`config.mk`:
```
export PLATFORM = sky130hd
export DESIGN_NAME = wb_cam_capture
export DESIGN_NICKNAME = d
export VERILOG_FILES = /design/src/rtl/wb_cam_pkg.sv /design/src/rtl/cam_sync_fifo.sv /design/src/rtl/wb_cam_capture.sv
export SDC_FILE = /design/constraint.sdc
export NUM_CORES = 1
export LEC_CHECK = 0
export ABC_AREA = 1
export CAP_MARGIN = 20
export CORE_ASPECT_RATIO = 1.2
export CORE_MARGIN = 1.5
export CORE_UTILIZATION = 65
export CTS_BUF_LIST = sky130_fd_sc_hd__clkbuf_8 sky130_fd_sc_hd__clkbuf_16
export CTS_CLUSTER_DIAMETER = 100
export CTS_CLUSTER_SIZE = 40
export DETAILED_ROUTE_END_ITERATION = 12
export PLACE_DENSITY = 0.91
export SYNTH_ARGS = -nofsm -noshare
export SYNTH_HDL_FRONTEND = slang
export SYNTH_SLANG_ARGS = --single-unit
```
`constraint.sdc`:
```
create_clock -name clk -period 7.3 [get_ports clk]
set_input_delay 1.095 -clock clk [delete_from_list [all_inputs] [get_ports clk]]
set_output_delay 1.095 -clock clk [all_outputs]
set_load 0.05 [all_outputs]
```
`src/rtl/wb_cam_pkg.sv`:
```
// Shared definitions for the Wishbone camera capture block: register map,
// CTRL/STATUS bit positions, FSM encoding and the CTRL register layout.
package wb_cam_pkg;

    localparam int unsigned WORD_W       = 32;
    localparam int unsigned FRAME_CNT_W  = 16;
    localparam int unsigned STAT_LEVEL_W = 9;

    // Word offsets (wb_adr_i[4:2])
    localparam logic [2:0] ADR_CTRL      = 3'd0;
    localparam logic [2:0] ADR_STATUS    = 3'd1;
    localparam logic [2:0] ADR_DATA      = 3'd2;
    localparam logic [2:0] ADR_FRAME_CNT = 3'd3;
    localparam logic [2:0] ADR_STATE     = 3'd4;

    localparam int unsigned CTRL_ENABLE = 0;
    localparam int unsigned CTRL_SINGLE = 1;
    localparam int unsigned CTRL_FLUSH  = 2;
    localparam int unsigned CTRL_IRQ_EN = 3;

    localparam int unsigned STAT_NOT_EMPTY  = 0;
    localparam int unsigned STAT_FULL       = 1;
    localparam int unsigned STAT_OVERFLOW   = 2;
    localparam int unsigned STAT_FRAME_DONE = 3;
    localparam int unsigned STAT_LEVEL_LSB  = 8;

    typedef enum logic [1:0] {
        ST_IDLE       = 2'd0,
        ST_WAIT_FRAME = 2'd1,
        ST_CAPTURE    = 2'd2
    } cam_state_e;

    typedef struct packed {
        logic irq_en;
        logic flush;
        logic single;
        logic enable;
    } ctrl_t;

endpackage

```
`src/rtl/cam_sync_fifo.sv`:
```
// Single-clock FIFO with flush; simultaneous push/pop always succeed, and an
// empty FIFO forwards the pushed word straight to the read port.
module cam_sync_fifo #(
    parameter int unsigned WIDTH = 32,
    parameter int unsigned DEPTH = 16
) (
    input  logic                       clk,
    input  logic                       rst_n,
    input  logic                       i_push,
    input  logic                       i_pop,
    input  logic                       i_flush,
    input  logic [WIDTH-1:0]           i_dat,
    output logic [WIDTH-1:0]           o_dat_c,
    output logic                       o_full,
    output logic                       o_empty,
    output logic [$clog2(DEPTH):0]     o_level
);
    localparam int unsigned AW = $clog2(DEPTH);
    localparam int unsigned LW = AW + 1;

    logic [WIDTH-1:0] r_mem [DEPTH];
    logic [AW-1:0]    r_wr_ptr;
    logic [AW-1:0]    r_rd_ptr;
    logic [LW-1:0]    r_level;
    logic             r_full;
    logic             r_empty;

    logic             w_do_push;
    logic             w_do_pop;
    logic [LW-1:0]    w_level_nx;

    assign w_do_push = i_push & (~r_full | i_pop);
    assign w_do_pop  = i_pop & (~r_empty | i_push);

    always_comb begin
        w_level_nx = r_level;
        if (w_do_push & ~w_do_pop) begin
            w_level_nx = r_level + LW'(1);
        end else if (w_do_pop & ~w_do_push) begin
            w_level_nx = r_level - LW'(1);
        end
    end

    always_ff @(posedge clk) begin
        if (w_do_push & ~i_flush) begin
            r_mem[r_wr_ptr] <= i_dat;
        end
    end

    always_ff @(posedge clk or negedge rst_n) begin
        if (!rst_n) begin
            r_wr_ptr <= '0;
            r_rd_ptr <= '0;
            r_level  <= '0;
            r_full   <= 1'b0;
            r_empty  <= 1'b1;
        end else if (i_flush) begin
            r_wr_ptr <= '0;
            r_rd_ptr <= '0;
            r_level  <= '0;
            r_full   <= 1'b0;
            r_empty  <= 1'b1;
        end else begin
            if (w_do_push) r_wr_ptr <= r_wr_ptr + AW'(1);
            if (w_do_pop)  r_rd_ptr <= r_rd_ptr + AW'(1);
            r_level <= w_level_nx;
            r_full  <= (w_level_nx == LW'(DEPTH));
            r_empty <= (w_level_nx == '0);
        end
    end

    assign o_dat_c = r_empty ? i_dat : r_mem[r_rd_ptr];
    assign o_full  = r_full;
    assign o_empty = r_empty;
    assign o_level = r_level;

endmodule

```
`src/rtl/wb_cam_capture.sv`:
```
// Camera capture engine: synchronises a parallel camera port, packs pixels
// into 32-bit words, buffers them in a FIFO and exposes it on Wishbone.
module wb_cam_capture
    import wb_cam_pkg::*;
#(
    parameter int unsigned PIX_W      = 8,
    parameter int unsigned FIFO_DEPTH = 16
) (
    input  logic             clk,
    input  logic             reset,
    input  logic             wb_stb_i,
    input  logic             wb_cyc_i,
    input  logic             wb_we_i,
    input  logic [31:0]      wb_adr_i,
    input  logic [3:0]       wb_sel_i,
    input  logic [31:0]      wb_dat_i,
    output logic [31:0]      wb_dat_o,
    output logic             wb_ack_o,
    output logic             irq,
    input  logic             vsync,
    input  logic             href,
    input  logic             pclk,
    input  logic [PIX_W-1:0] data
);
    localparam int unsigned PPW   = WORD_W / PIX_W;
    localparam int unsigned CNT_W = (PPW > 1) ? $clog2(PPW) : 1;
    localparam int unsigned LVL_W = $clog2(FIFO_DEPTH) + 1;

    logic [1:0]             r_rst_sync;
    logic                   w_rst_n;

    logic [1:0]             r_vsync_s;
    logic [1:0]             r_href_s;
    logic [1:0]             r_pclk_s;
    logic [PIX_W-1:0]       r_data_s1;
    logic [PIX_W-1:0]       r_data_s2;
    logic                   r_pclk_d;
    logic                   r_vsync_d;

    cam_state_e             r_state;
    cam_state_e             w_state_nx;
    logic                   w_capture;
    logic                   w_frame_end;

    logic [WORD_W-1:0]      r_word;
    logic [CNT_W-1:0]       r_pix_cnt;
    logic [WORD_W-1:0]      w_word_ins;
    logic                   r_push;
    logic [WORD_W-1:0]      r_push_dat;

    ctrl_t                  r_ctrl;
    logic                   r_overflow;
    logic                   r_frame_done;
    logic [FRAME_CNT_W-1:0] r_frame_cnt;
    logic                   r_ack;
    logic [31:0]            r_dat;
    logic                   r_irq;

    logic                   w_req;
    logic                   w_wr;
    logic                   w_rd;
    logic [2:0]             w_adr;
    logic                   w_pop;
    logic                   w_pix_stb;
    logic                   w_vs_rise;
    logic                   w_vs_fall;
    logic                   w_ovf_set;
    logic [WORD_W-1:0]      w_fifo_dat;
    logic                   w_full;
    logic                   w_empty;
    logic [LVL_W-1:0]       w_level;
    logic [31:0]            w_status;
    logic [31:0]            w_rd_dat;
    logic                   w_unused;

    assign w_unused = ^{wb_adr_i[31:5], wb_adr_i[1:0], wb_sel_i, wb_dat_i[31:4]};

    // Reset asserts asynchronously, releases on a clk edge
    always_ff @(posedge clk or negedge reset) begin
        if (!reset) r_rst_sync <= 2'b00;
        else        r_rst_sync <= {r_rst_sync[0], 1'b1};
    end
    assign w_rst_n = r_rst_sync[1];

    always_ff @(posedge clk or negedge w_rst_n) begin
        if (!w_rst_n) begin
            r_vsync_s <= '0;
            r_href_s  <= '0;
            r_pclk_s  <= '0;
            r_data_s1 <= '0;
            r_data_s2 <= '0;
            r_pclk_d  <= 1'b0;
            r_vsync_d <= 1'b0;
        end else begin
            r_vsync_s <= {r_vsync_s[0], vsync};
            r_href_s  <= {r_href_s[0], href};
            r_pclk_s  <= {r_pclk_s[0], pclk};
            r_data_s1 <= data;
            r_data_s2 <= r_data_s1;
            r_pclk_d  <= r_pclk_s[1];
            r_vsync_d <= r_vsync_s[1];
        end
    end

    assign w_pix_stb = r_pclk_s[1] & ~r_pclk_d & r_href_s[1];
    assign w_vs_rise = r_vsync_s[1] & ~r_vsync_d;
    assign w_vs_fall = ~r_vsync_s[1] & r_vsync_d;

    always_ff @(posedge clk or negedge w_rst_n) begin
        if (!w_rst_n) r_state <= ST_IDLE;
        else          r_state <= w_state_nx;
    end

    // Dropping enable overrides every transition
    always_comb begin
        w_state_nx  = r_state;
        w_capture   = 1'b0;
        w_frame_end = 1'b0;
        if (!r_ctrl.enable) begin
            w_state_nx = ST_IDLE;
        end else begin
            case (r_state)
                ST_IDLE:       w_state_nx = ST_WAIT_FRAME;
                ST_WAIT_FRAME: if (w_vs_fall) w_state_nx = ST_CAPTURE;
                ST_CAPTURE: begin
                    w_capture = 1'b1;
                    if (w_vs_rise) begin
                        w_frame_end = 1'b1;
                        w_state_nx  = r_ctrl.single ? ST_IDLE : ST_WAIT_FRAME;
                    end
                end
                default:       w_state_nx = ST_IDLE;
            endcase
        end
    end

    always_comb begin
        w_word_ins = r_word;
        w_word_ins[32'(r_pix_cnt) * PIX_W +: PIX_W] = r_data_s2;
    end

    // Packer: leaving CAPTURE for any reason other than frame end discards
    always_ff @(posedge clk or negedge w_rst_n) begin
        if (!w_rst_n) begin
            r_word     <= '0;
            r_pix_cnt  <= '0;
            r_push     <= 1'b0;
            r_push_dat <= '0;
        end else begin
            r_push <= 1'b0;
            if (r_ctrl.flush || !w_capture) begin
                r_word    <= '0;
                r_pix_cnt <= '0;
            end else if (w_frame_end) begin
                if (r_pix_cnt != '0) begin
                    r_push     <= 1'b1;
                    r_push_dat <= r_word;
                end
                r_word    <= '0;
                r_pix_cnt <= '0;
            end else if (w_pix_stb) begin
                if (r_pix_cnt == CNT_W'(PPW - 1)) begin
                    r_push     <= 1'b1;
                    r_push_dat <= w_word_ins;
                    r_word     <= '0;
                    r_pix_cnt  <= '0;
                end else begin
                    r_word    <= w_word_ins;
                    r_pix_cnt <= r_pix_cnt + CNT_W'(1);
                end
            end
        end
    end

    assign w_req = wb_stb_i & wb_cyc_i & ~r_ack;
    assign w_wr  = w_req & wb_we_i;
    assign w_rd  = w_req & ~wb_we_i;
    assign w_adr = wb_adr_i[4:2];
    assign w_pop = w_rd & (w_adr == ADR_DATA) & ~w_empty;
    assign w_ovf_set = r_push & w_full & ~w_pop & ~r_ctrl.flush;

    cam_sync_fifo #(
        .WIDTH (WORD_W),
        .DEPTH (FIFO_DEPTH)
    ) u_fifo (
        .clk     (clk),
        .rst_n   (w_rst_n),
        .i_push  (r_push),
        .i_pop   (w_pop),
        .i_flush (r_ctrl.flush),
        .i_dat   (r_push_dat),
        .o_dat_c (w_fifo_dat),
        .o_full  (w_full),
        .o_empty (w_empty),
        .o_level (w_level)
    );

    // Control/status registers; hardware set beats a same-cycle W1C
    always_ff @(posedge clk or negedge w_rst_n) begin
        if (!w_rst_n) begin
            r_ctrl       <= '0;
            r_overflow   <= 1'b0;
            r_frame_done <= 1'b0;
            r_frame_cnt  <= '0;
        end else begin
            if (w_wr && w_adr == ADR_CTRL) begin
                r_ctrl.enable <= wb_dat_i[CTRL_ENABLE];
                r_ctrl.single <= wb_dat_i[CTRL_SINGLE];
                r_ctrl.flush  <= wb_dat_i[CTRL_FLUSH];
                r_ctrl.irq_en <= wb_dat_i[CTRL_IRQ_EN];
            end else begin
                r_ctrl.flush <= 1'b0;
            end
            if (w_frame_end && r_ctrl.single) r_ctrl.enable <= 1'b0;

            if (w_ovf_set) r_overflow <= 1'b1;
            else if (w_wr && w_adr == ADR_STATUS && wb_dat_i[STAT_OVERFLOW]) r_overflow <= 1'b0;

            if (w_frame_end) r_frame_done <= 1'b1;
            else if (w_wr && w_adr == ADR_STATUS && wb_dat_i[STAT_FRAME_DONE]) r_frame_done <= 1'b0;

            if (w_frame_end) r_frame_cnt <= r_frame_cnt + FRAME_CNT_W'(1);
        end
    end

    always_comb begin
        w_status = '0;
        w_status[STAT_NOT_EMPTY]  = ~w_empty;
        w_status[STAT_FULL]       = w_full;
        w_status[STAT_OVERFLOW]   = r_overflow;
        w_status[STAT_FRAME_DONE] = r_frame_done;
        w_status[STAT_LEVEL_LSB +: STAT_LEVEL_W] = STAT_LEVEL_W'(w_level);
    end

    always_comb begin
        w_rd_dat = '0;
        case (w_adr)
            ADR_CTRL:      w_rd_dat = {28'd0, r_ctrl};
            ADR_STATUS:    w_rd_dat = w_status;
            ADR_DATA:      w_rd_dat = w_empty ? '0 : w_fifo_dat;
            ADR_FRAME_CNT: w_rd_dat = {16'd0, r_frame_cnt};
            ADR_STATE:     w_rd_dat = {30'd0, r_state};
            default:       w_rd_dat = '0;
        endcase
    end

    always_ff @(posedge clk or negedge w_rst_n) begin
        if (!w_rst_n) begin
            r_ack <= 1'b0;
            r_dat <= '0;
            r_irq <= 1'b0;
        end else begin
            r_ack <= w_req;
            r_dat <= w_rd ? w_rd_dat : '0;
            r_irq <= r_ctrl.irq_en & (r_frame_done | r_overflow);
        end
    end

    assign wb_ack_o = r_ack;
    assign wb_dat_o = r_dat;
    assign irq      = r_irq;

endmodule

```
======== After elaboration in Yosys (flattened, before gate mapping) ========
Memories as Yosys holds them, arrays and structs flattened.
Index checks and enable logic that the tools add are counted.
word-level totals
  register bits after elaboration ......... 166
  latch bits .............................. 0
  RAM bits ................................ 512
  bits in read-only memories .............. 0
  input bits .............................. 84
  output and inout port bits .............. 34
  logic and storage cells ................. 153
  memories ................................ 1
operators by class
  $add $sub $neg .......................... 7
  multipliers ............................. 0
  divide/modulo/power cells ............... 0
  $lt $le $gt $ge ......................... 0
  equal/unequal tests ..................... 11
  shift-type cells ........................ 2
  muxes and demuxes ....................... 49
  bitwise logic cells ..................... 34
  reduce and logical (&&, ||, !) cells .... 21
memories
  name          depth  bits a word  rd ports  clocked after memory_dff  wr ports  RTL line             text
  u_fifo.r_mem  16     32           1         0                         1         cam_sync_fifo.sv:21  logic [WIDTH-1:0] r_mem [DEPTH];
operators with widths
  kind                                                                      count
  32-bit 2-to-1 mux                                                         10
  32-bit one-hot mux with 5 select lines                                    1
  5-bit negation with 34-bit output                                         1
  8-bit by 34-bit variable shift with 32-bit output (first input constant)  1
  8-bit by 34-bit indexed part select with 32-bit output                    1
  32-bit bitwise mux                                                        1
  1-bit 2-to-1 mux                                                          22
  1-bit bitwise AND                                                         19
  16-bit by 1-bit adder with 16-bit output (second input constant)          1
  4-bit 2-to-1 mux                                                          4
  2-bit nonzero test                                                        8
  5-bit 2-to-1 mux                                                          3
  2-bit 2-to-1 mux                                                          7
  1-bit inverter                                                            12
  4-bit by 1-bit adder with 4-bit output (second input constant)            2
  3-bit by 2-bit equality test with 1-bit output (second input constant)    2
  3-bit != test (second input constant)                                     2
  2-bit one-hot mux with 3 select lines                                     1
  5-bit by 1-bit adder with 5-bit output (second input constant)            1
  5-bit equality test (second input constant)                               1
  1-bit logical AND                                                         5
  5-bit logical NOT                                                         1
  5-bit by 1-bit subtractor with 5-bit output (second input constant)       1
  2-bit equality test (second input constant)                               2
  other kinds (13)                                                          15

======== Longest topological paths before layout ========
Gate-level depths: netlist of run 1.
  word-level depth ........................ 13
  depth in mapped cells ................... 14
  mapped depth without buffers ............ 13

======== Modules after synthesis ========
From an unflattened synthesis of run 1, not the netlist that was laid out.
second synthesis, totals
  cell total of the unflattened synthesis .. 2730
  area, all modules ....................... 28632.5 um^2
by module, submodules not included
  module          times used  cells each  area each (um^2)  sequential area each (um^2)
  cam_sync_fifo   1           1836        21618.2           15751.4
  wb_cam_capture  1           894         7014.2            3778.6

======== Worst setup path after synthesis of run 1 ========
No wires, ideal clock.
  kind .................................... input to register
  start point ............................. in wb_stb_i
  end point ............................... mem u_fifo.r_mem[0][0], enable pin
  setup time .............................. 0.421 ns
  arrival time ............................ 3.481 ns
  data required time ...................... 6.879 ns
  path slack .............................. 3.398 ns
  cell stages on the path ................. 8
  buffers on the path ..................... 0
  path through ............................ nand2_1 nor3_4 nand2_2 inv_1 o21ai_1 nor2_1 nand2_1 nor2_1
on the way
  word-level cells in the longest chain between the ends .. 10
RTL lines
  what                                    RTL line               text
  start: declaration                      wb_cam_capture.sv:11   input logic wb_stb_i,
  1-bit bitwise AND (2 in series)         wb_cam_capture.sv:175  assign w_req = wb_stb_i & wb_cyc_i & ~r_ack;
  1-bit bitwise AND                       wb_cam_capture.sv:177  assign w_rd = w_req & ~wb_we_i;
  1-bit bitwise AND (2 in series)         wb_cam_capture.sv:179  assign w_pop = w_rd & (w_adr == ADR_DATA) & ~w_empty;
  1-bit bitwise OR                        cam_sync_fifo.sv:32    assign w_do_push = i_push & (~r_full | i_pop);
  1-bit bitwise AND                       cam_sync_fifo.sv:32
  1-bit bitwise AND                       cam_sync_fifo.sv:45    if (w_do_push & ~i_flush) begin
  1-bit 2-to-1 mux                        cam_sync_fifo.sv:45
  1-bit 2-to-1 mux (implied by the code)  cam_sync_fifo.sv:46    r_mem[r_wr_ptr] <= i_dat;
  end: declaration                        cam_sync_fifo.sv:21
Every way passes these cells.

======== Worst setup path after layout of run 1 ========
  start point ............................. in wb_adr_i[4]
  end point ............................... mem u_fifo.r_mem[4][29], enable pin
on the way
  word-level cells in the longest chain between the ends .. 8
RTL lines
  what                                            RTL line               text
  start: declaration                              wb_cam_capture.sv:14   input logic [31:0] wb_adr_i,
  3-bit by 2-bit equality test with 1-bit output  wb_cam_capture.sv:179
  1-bit bitwise AND (2 in series)                 wb_cam_capture.sv:179
  1-bit bitwise OR                                cam_sync_fifo.sv:32
  1-bit bitwise AND                               cam_sync_fifo.sv:32
  1-bit bitwise AND                               cam_sync_fifo.sv:45
  1-bit 2-to-1 mux                                cam_sync_fifo.sv:45
  1-bit 2-to-1 mux (implied by the code)          cam_sync_fifo.sv:46
Every way passes these cells.

==> flow_metrics.env, run 1 <==
export IMPL_synth_area_per_cell_um2=11.9
export IMPL_drive_gt1_share_pct=4.52
export IMPL_clk_root_buffer_cell="clkbuf_16"
export IMPL_antenna_found_initial=1
export IMPL_crit_cells=12
export IMPL_grtUsageTotal_pct=30.1
export IMPL_startpoint_type="input port"
export IMPL_ctsResizeCount=0
export IMPL_grt_pass1_vias=18200
export IMPL_drt_drc_violations_left=0
export IMPL_hpwlAfterDp_um=37400
export IMPL_dieArea_um2=43100
export IMPL_die_w_um=190
export IMPL_grt_pass1_wl_um=98400
export IMPL_wl_um=65600
export IMPL_final_util_pct=70.6
export IMPL_syn_nets=2386
export IMPL_tightest_slew_ns=1.02
export IMPL_yosysTopAreaCell="edfxtp_1"
export IMPL_crit_fanout=20
export IMPL_cts_htree_levels=1
export IMPL_num_io_pins=118
export IMPL_routed_via_density=6.68
export IMPL_grt_max_degree=118
export IMPL_critPathKind="in -> reg"
export IMPL_status="finished clean"
export IMPL_diodes=0
export IMPL_synth_area_leaders="edfxtp_1, dfrtp_1, o21ai_0, nor2_1, nand2_1"
export IMPL_start_util_pct=66.2
export IMPL_fin_skew_ns=0.0176
export IMPL_use_met3_pct=4.84
export IMPL_busiest_layer="met2"
export IMPL_synth_cell_type_count=40
export IMPL_io_buffer_count=56
export IMPL_hp_class="reg -> async"
export IMPL_max_freq_ghz=0.205
export IMPL_arrival_ns=5.14
export IMPL_seq_area_frac_synth_pct=71.9
export IMPL_die_h_um=227
export IMPL_max_slew_margin_rel_pct=31.7
export IMPL_r2r_cells=11
export IMPL_fin_crit_ns=4.88
export IMPL_slowest_delay_ns=0.76
export IMPL_setup_viol=0
export IMPL_hold_buffers=0
export IMPL_final_nets=2361
export IMPL_power_mw=7.05
export IMPL_p_per_area_nw_per_um2=243
export IMPL_worstSkewPairLatency_ns=0.59
export IMPL_numCtsBuffers=20
export IMPL_path_cells="clkdlybuf4s50_1, inv_1, nand2_1, nor2_1, buf_4, nand2_2, inv_1, o21ai_1, nor2_1, nand2_1, nor2_4, buf_4"
export IMPL_rrSetupSlack_ns=3.14
export IMPL_finalCritPeriodShare_pct=66.9
export IMPL_coreArea_um2=41000
export IMPL_worst_path_max_delay_cell="inv_1"
export IMPL_syn2layout_area_growth_pct=6.55
export IMPL_report_final_hold_viol_count=0
export IMPL_synth_top_cell_area_share_pct=56.6
export IMPL_crit_start="wb_adr_i[4]"
export IMPL_yosysWarnings=0
export IMPL_critPathBufInv=5
export IMPL_synth_ff_latch_count=678
export IMPL_nFillCells=2390
export IMPL_postCtsSetupBuffers=0
export IMPL_critical_path_top_delay_family="buffers and inverters"
export IMPL_drv_slew=0
export IMPL_cp_data_required_time_ns=7.56
export IMPL_end_kind="flip-flop"
export IMPL_gp_congestion=0.877
export IMPL_maxCapViolations=0
export IMPL_timing_rr_end="u_fifo.r_mem[4][29]"
export IMPL_clkSlewWorstSetupHoldPaths_ns=0.14
export IMPL_grtUsageMet1_pct=37.6
export IMPL_vias=18800
export IMPL_tritoncts="done"
export IMPL_ir_worst_vdd_v=0.000200
export IMPL_ant_nets=0
export IMPL_routedWlPerCell_um=23.3
export IMPL_fin_tns_setup_ns=0
export IMPL_power_leakage_nw=8.89
export IMPL_cts_sinks=678
export IMPL_syn_inst=2288
export IMPL_dr_pass1_iters=6
export IMPL_cts_buffer_depth=3
export IMPL_drt_iter0_drc=3161
export IMPL_gr_total_overflow=0
export IMPL_met2_usage_pct=51.8
export IMPL_rsz0062_at_grt="no"
export IMPL_syn_cell_area_um2=27200
export IMPL_rows=81
export IMPL_reg2reg_from="u_fifo.o_empty"
[cells in the final DEF, fill, tap and decap left out, drive strengths merged, types with 2 or more instances in the layout]
cell	synthesis	final
dfrtp	165	165
nand2	198	198
o221ai	16	16
xor2	12	12
o21a	2	2
nand3	101	101
nor3	15	15
clkbuf	99	21
edfxtp	512	512
clkinv	2	2
a21oi	68	68
buf	41	37
o22ai	69	69
inv	94	109
clkdlybuf4s50	0	56
ha	14	14
o211ai	64	64
o21ai	369	369
a31oi	8	8
nand4	12	12
xnor2	4	4
nor2	416	416
[cell usage after synthesis (all sizes together)]
cell and n:
ha 14, buf 41, o21ai 369, nand2 198, a31oi 8, xnor2 4
dfstp 1, nand3 101, a32o 1, xor2 12, conb 1, clkbuf 99
o21a 2, nand4 12, inv 94, o221ai 16, o211ai 64, a21oi 68
nand3b 1, nor3 15, a221oi 1, edfxtp 512, a211oi 1, clkinv 2
or2 1, nor2 416, dfrtp 165, o22ai 69
[per-stage QoR]
stage                     hold WS (ns)  area [um2]  instances  worst slack [ns]
final                            0.343       29000       2816              2.42
after global routing             0.372       29000       2816              2.26
after CTS                        0.370       28900       2812              2.51
after detailed placement         0.336       28300       2776              1.87
after global placement           0.333       28200       2772              2.08
after floorplan                  0.331       27200       2288              2.33
[cell families (layout without fill, tap and decap cells)]
| group | after synthesis | count (layout) | share of synthesized area (%) |
|---|---|---|---|
| AO/OA/AOI/OAI | 599 | 599 | 12.4 |
| XOR/XNOR | 16 | 16 | 0.516 |
| adder cells (fa/ha/maj) | 14 | 14 | 0.645 |
| buffers and inverters | 236 | 225 | 3.50 |
| flip-flops | 678 | 678 | 71.9 |
| other | 1 | 1 | 0.0138 |
| AND/OR/NAND/NOR | 744 | 744 | 11.1 |
[area by class of cell]
type                       instances  area [um2]  area share, %
clock inverter                    15        56.3          0.194
clock buffer                      21         526           1.81
tap                              539         674           2.33
multi-input combinational       1374        6830           23.6
inverter                          96         365           1.26
timing repair buffer              93         968           3.34
sequential                       678       19500           67.5
[worst max-delay path by stage]
| stage | endpoint | slack, ns |
|---|---|---|
| 4_1_cts | u_fifo.r_mem[11][26] | 2.51 |
| 5_1_grt | u_fifo.r_mem[9][6] | 2.26 |
| 3_3_place_gp | u_fifo.r_mem[11][21] | 2.08 |
| 2_1_floorplan | irq | 2.33 |
| 3_5_place_dp | u_fifo.r_mem[11][21] | 1.87 |
| 6_report | u_fifo.r_mem[4][29] | 2.42 |
[where the power goes]
group          leakage, nW  switching (mW)  internal [mW]  total [mW]
registers             5.72          0.0785           4.13        4.21
logic                 2.83           0.920          0.342        1.26
clock network        0.338            1.04          0.535        1.58
[metal layers]
| layer | vias to the layer above | routed length (um) |
|---|---|---|
| met1 | 9027 | 21900 |
| met4 | 2 | 3010 |
| met3 | 265 | 7580 |
| met2 | 1454 | 33100 |
| met5 | - | 15 |
| li1 | 8066 | - |
[flip-flops by register name (all words and copies together), names as in the netlist, 4 cells and up]
| signal | flops |
|---|---|
| r_push_dat | 32 |
| u_fifo.r_rd_ptr | 4 |
| u_fifo.r_wr_ptr | 4 |
| u_fifo.o_level | 5 |
| r_data_s2 | 8 |
| r_frame_cnt | 16 |
| u_fifo.r_mem | 512 |
| r_word | 32 |
| wb_dat_o | 32 |
| r_data_s1 | 8 |
| r_ctrl | 4 |
No activity file was read; power rests on OpenSTA's default activity.
==> run 2, diff against run 1 <==
--- a/config.mk
+++ b/config.mk
@@ -9,12 +9,12 @@
 export CAP_MARGIN = 20
 export CORE_ASPECT_RATIO = 1.2
 export CORE_MARGIN = 1.5
-export CORE_UTILIZATION = 65
+export CORE_UTILIZATION = 60
 export CTS_BUF_LIST = sky130_fd_sc_hd__clkbuf_8 sky130_fd_sc_hd__clkbuf_16
 export CTS_CLUSTER_DIAMETER = 100
 export CTS_CLUSTER_SIZE = 40
 export DETAILED_ROUTE_END_ITERATION = 12
-export PLACE_DENSITY = 0.91
+export PLACE_DENSITY = 0.85
 export SYNTH_ARGS = -nofsm -noshare
 export SYNTH_HDL_FRONTEND = slang
 export SYNTH_SLANG_ARGS = --single-unit
==> constraint.sdc (replaced) <==
create_clock -name clk -period 4.8 [get_ports clk]
set_input_delay 0.72 -clock clk [delete_from_list [all_inputs] [get_ports clk]]
set_output_delay 0.72 -clock clk [all_outputs]
set_load 0.05 [all_outputs]
==> flow_metrics.env, run 2 (synthesized netlist as in run 1, its figures left out) <==
export IMPL_postCtsSetupBuffers=0
export IMPL_arrival_ns=3.91
export IMPL_die_h_um=236
export IMPL_cts_htree_levels=1
export IMPL_fin_crit_ns=3.61
export IMPL_ctsResizeCount=0
export IMPL_gp_congestion=0.918
export IMPL_report_final_hold_viol_count=0
export IMPL_p_int_mw=7.66
export IMPL_num_io_pins=118
export IMPL_p_switching_mw=3.06
export IMPL_finalCritPeriodShare_pct=75.2
export IMPL_tritoncts="done"
export IMPL_clk_root_buffer_cell="clkbuf_16"
export IMPL_setup_viol=0
export IMPL_routedWlPerCell_um=21.7
export IMPL_routed_via_density=6.29
export IMPL_fin_tns_setup_ns=0
export IMPL_final_nets=2364
export IMPL_worstSkewPairLatency_ns=0.60
export IMPL_max_freq_ghz=0.277
export IMPL_ant_nets=0
export IMPL_clkSlewWorstSetupHoldPaths_ns=0.14
export IMPL_status="finished clean"
export IMPL_drt_drc_violations_left=0
export IMPL_start_util_pct=60.7
export IMPL_drv_slew=0
export IMPL_grt_pass1_vias=17800
export IMPL_diodes=0
export IMPL_final_common_cell="edfxtp_1"
export IMPL_hpwlAfterDp_um=37400
export IMPL_switching_share_pct=28.6
export IMPL_max_slew_margin_rel_pct=30.7
export IMPL_coreArea_um2=44800
export IMPL_wl_um=62600
export IMPL_cp_data_required_time_ns=5.11
export IMPL_power_leakage_nw=8.92
export IMPL_crit_fanout=20
export IMPL_rsz0062_at_grt="no"
export IMPL_critPathKind="in -> reg"
export IMPL_drt_iter0_drc=2721
export IMPL_cts_buffer_depth=3
export IMPL_combPwrFrac_pct=18.0
export IMPL_grt_pass1_wl_um=97200
export IMPL_seqPwrFrac_pct=59.2
export IMPL_syn2layout_area_growth_pct=7.15
export IMPL_numCtsBuffers=20
export IMPL_cts_sinks=678
export IMPL_largest_reg_flops=512
export IMPL_antenna_found_initial=0
export IMPL_tightest_slew_ns=1.04
export IMPL_dr_pass1_iters=6
export IMPL_grtUsageTotal_pct=27.0
export IMPL_regMostFlops="u_fifo.r_mem"
export IMPL_r2r_cells=8
export IMPL_io_buffer_count=56
export IMPL_die_w_um=197
export IMPL_ir_worst_vdd_v=0.000311
export IMPL_end_kind="flip-flop"
export IMPL_drive_gt1_share_pct=4.65
export IMPL_final_cell_count_no_fill=2889
export IMPL_placedCellCount=2853
export IMPL_p_per_area_nw_per_um2=368
export IMPL_grt_max_degree=255
export IMPL_hold_buffers=0
export IMPL_dieArea_um2=46600
export IMPL_startpoint_type="input port"
export IMPL_final_cell_mix="edfxtp_1, nor2_1, o21ai_0"
export IMPL_maxCapViolations=0
export IMPL_worst_hold_slack_ns=0.260
export IMPL_final_util_pct=65.0
export IMPL_fin_skew_ns=0.0260
export IMPL_p_clk_share_pct=22.8
export IMPL_hp_class="in -> async"
export IMPL_rows=85
export IMPL_gr_total_overflow=0
export IMPL_vias=18200
==> run 2: layout make-up <==
type | count | area, um2
sequential | 678 | 19500
fill | 3072 | 15700
multi-input combinational | 1374 | 6830
timing repair buffer | 96 | 1030
tap | 609 | 762
clock buffer | 21 | 526
inverter | 96 | 365
clock inverter | 15 | 70.1
==> run 2: final timing paths <==
check / startpoint / slack, ns / to
setup / recovery: wb_adr_i[4] / 1.19 / u_fifo.r_mem[6][11]
hold / removal: reset / 0.26 / r_rst_sync[1]
setup reg to reg: wb_ack_o / 1.41 / u_fifo.r_mem[6][11]
hold reg to reg: r_data_s1[4] / 0.36 / r_data_s2[4]
max in group asynchronous: r_rst_sync[1] / 3.29 / wb_dat_o[28]
min in group clk: r_data_s1[4] / 0.36 / r_data_s2[4]
==> run 2: through the flow <==
stage / area, um2 / power [mW] / worst slack (ns)
2_1_floorplan: 27200 / 7.78 / 1.27
3_3_place_gp: 28500 / 8.25 / 0.780
6_report: 29100 / 10.7 / 1.19
3_5_place_dp: 28500 / 8.35 / 0.711
4_1_cts: 29100 / 10.7 / 1.29
5_1_grt: 29100 / 11.1 / 1.05
==> run 2: power groups by stage <==
| stage | Sequential, mW | Combinational, mW | Clock, mW |
|---|---|---|---|
| floorplan | 6.48 | 1.30 | 0 |
| global placement | 6.47 | 1.78 | 0 |
| detailed placement | 6.47 | 1.88 | 0 |
| CTS | 6.34 | 1.89 | 2.44 |
| global route | 6.35 | 2.11 | 2.62 |
| finish | 6.34 | 1.92 | 2.45 |
==> run 2: routing by layer <==
metal	vias to the layer above	GRT usage, %	routed length, um
li1	8070	-	-
met1	8869	35.7	22600
met5	-	0	0
met2	1086	45.7	31700
met3	161	3.29	5870
met4	0	11.3	2460
==> run 2: critical path: stages <==
cell	delay, ns
clkdlybuf4s50_1	0.46
inv_1	0.13
nand2_1	0.06
nor2_1	0.09
buf_4	0.24
nand2_2	0.17
inv_1	0.13
o21ai_1	0.15
nor2_1	0.38
nand2_1	0.33
nor2_4	0.72
buf_4	0.33
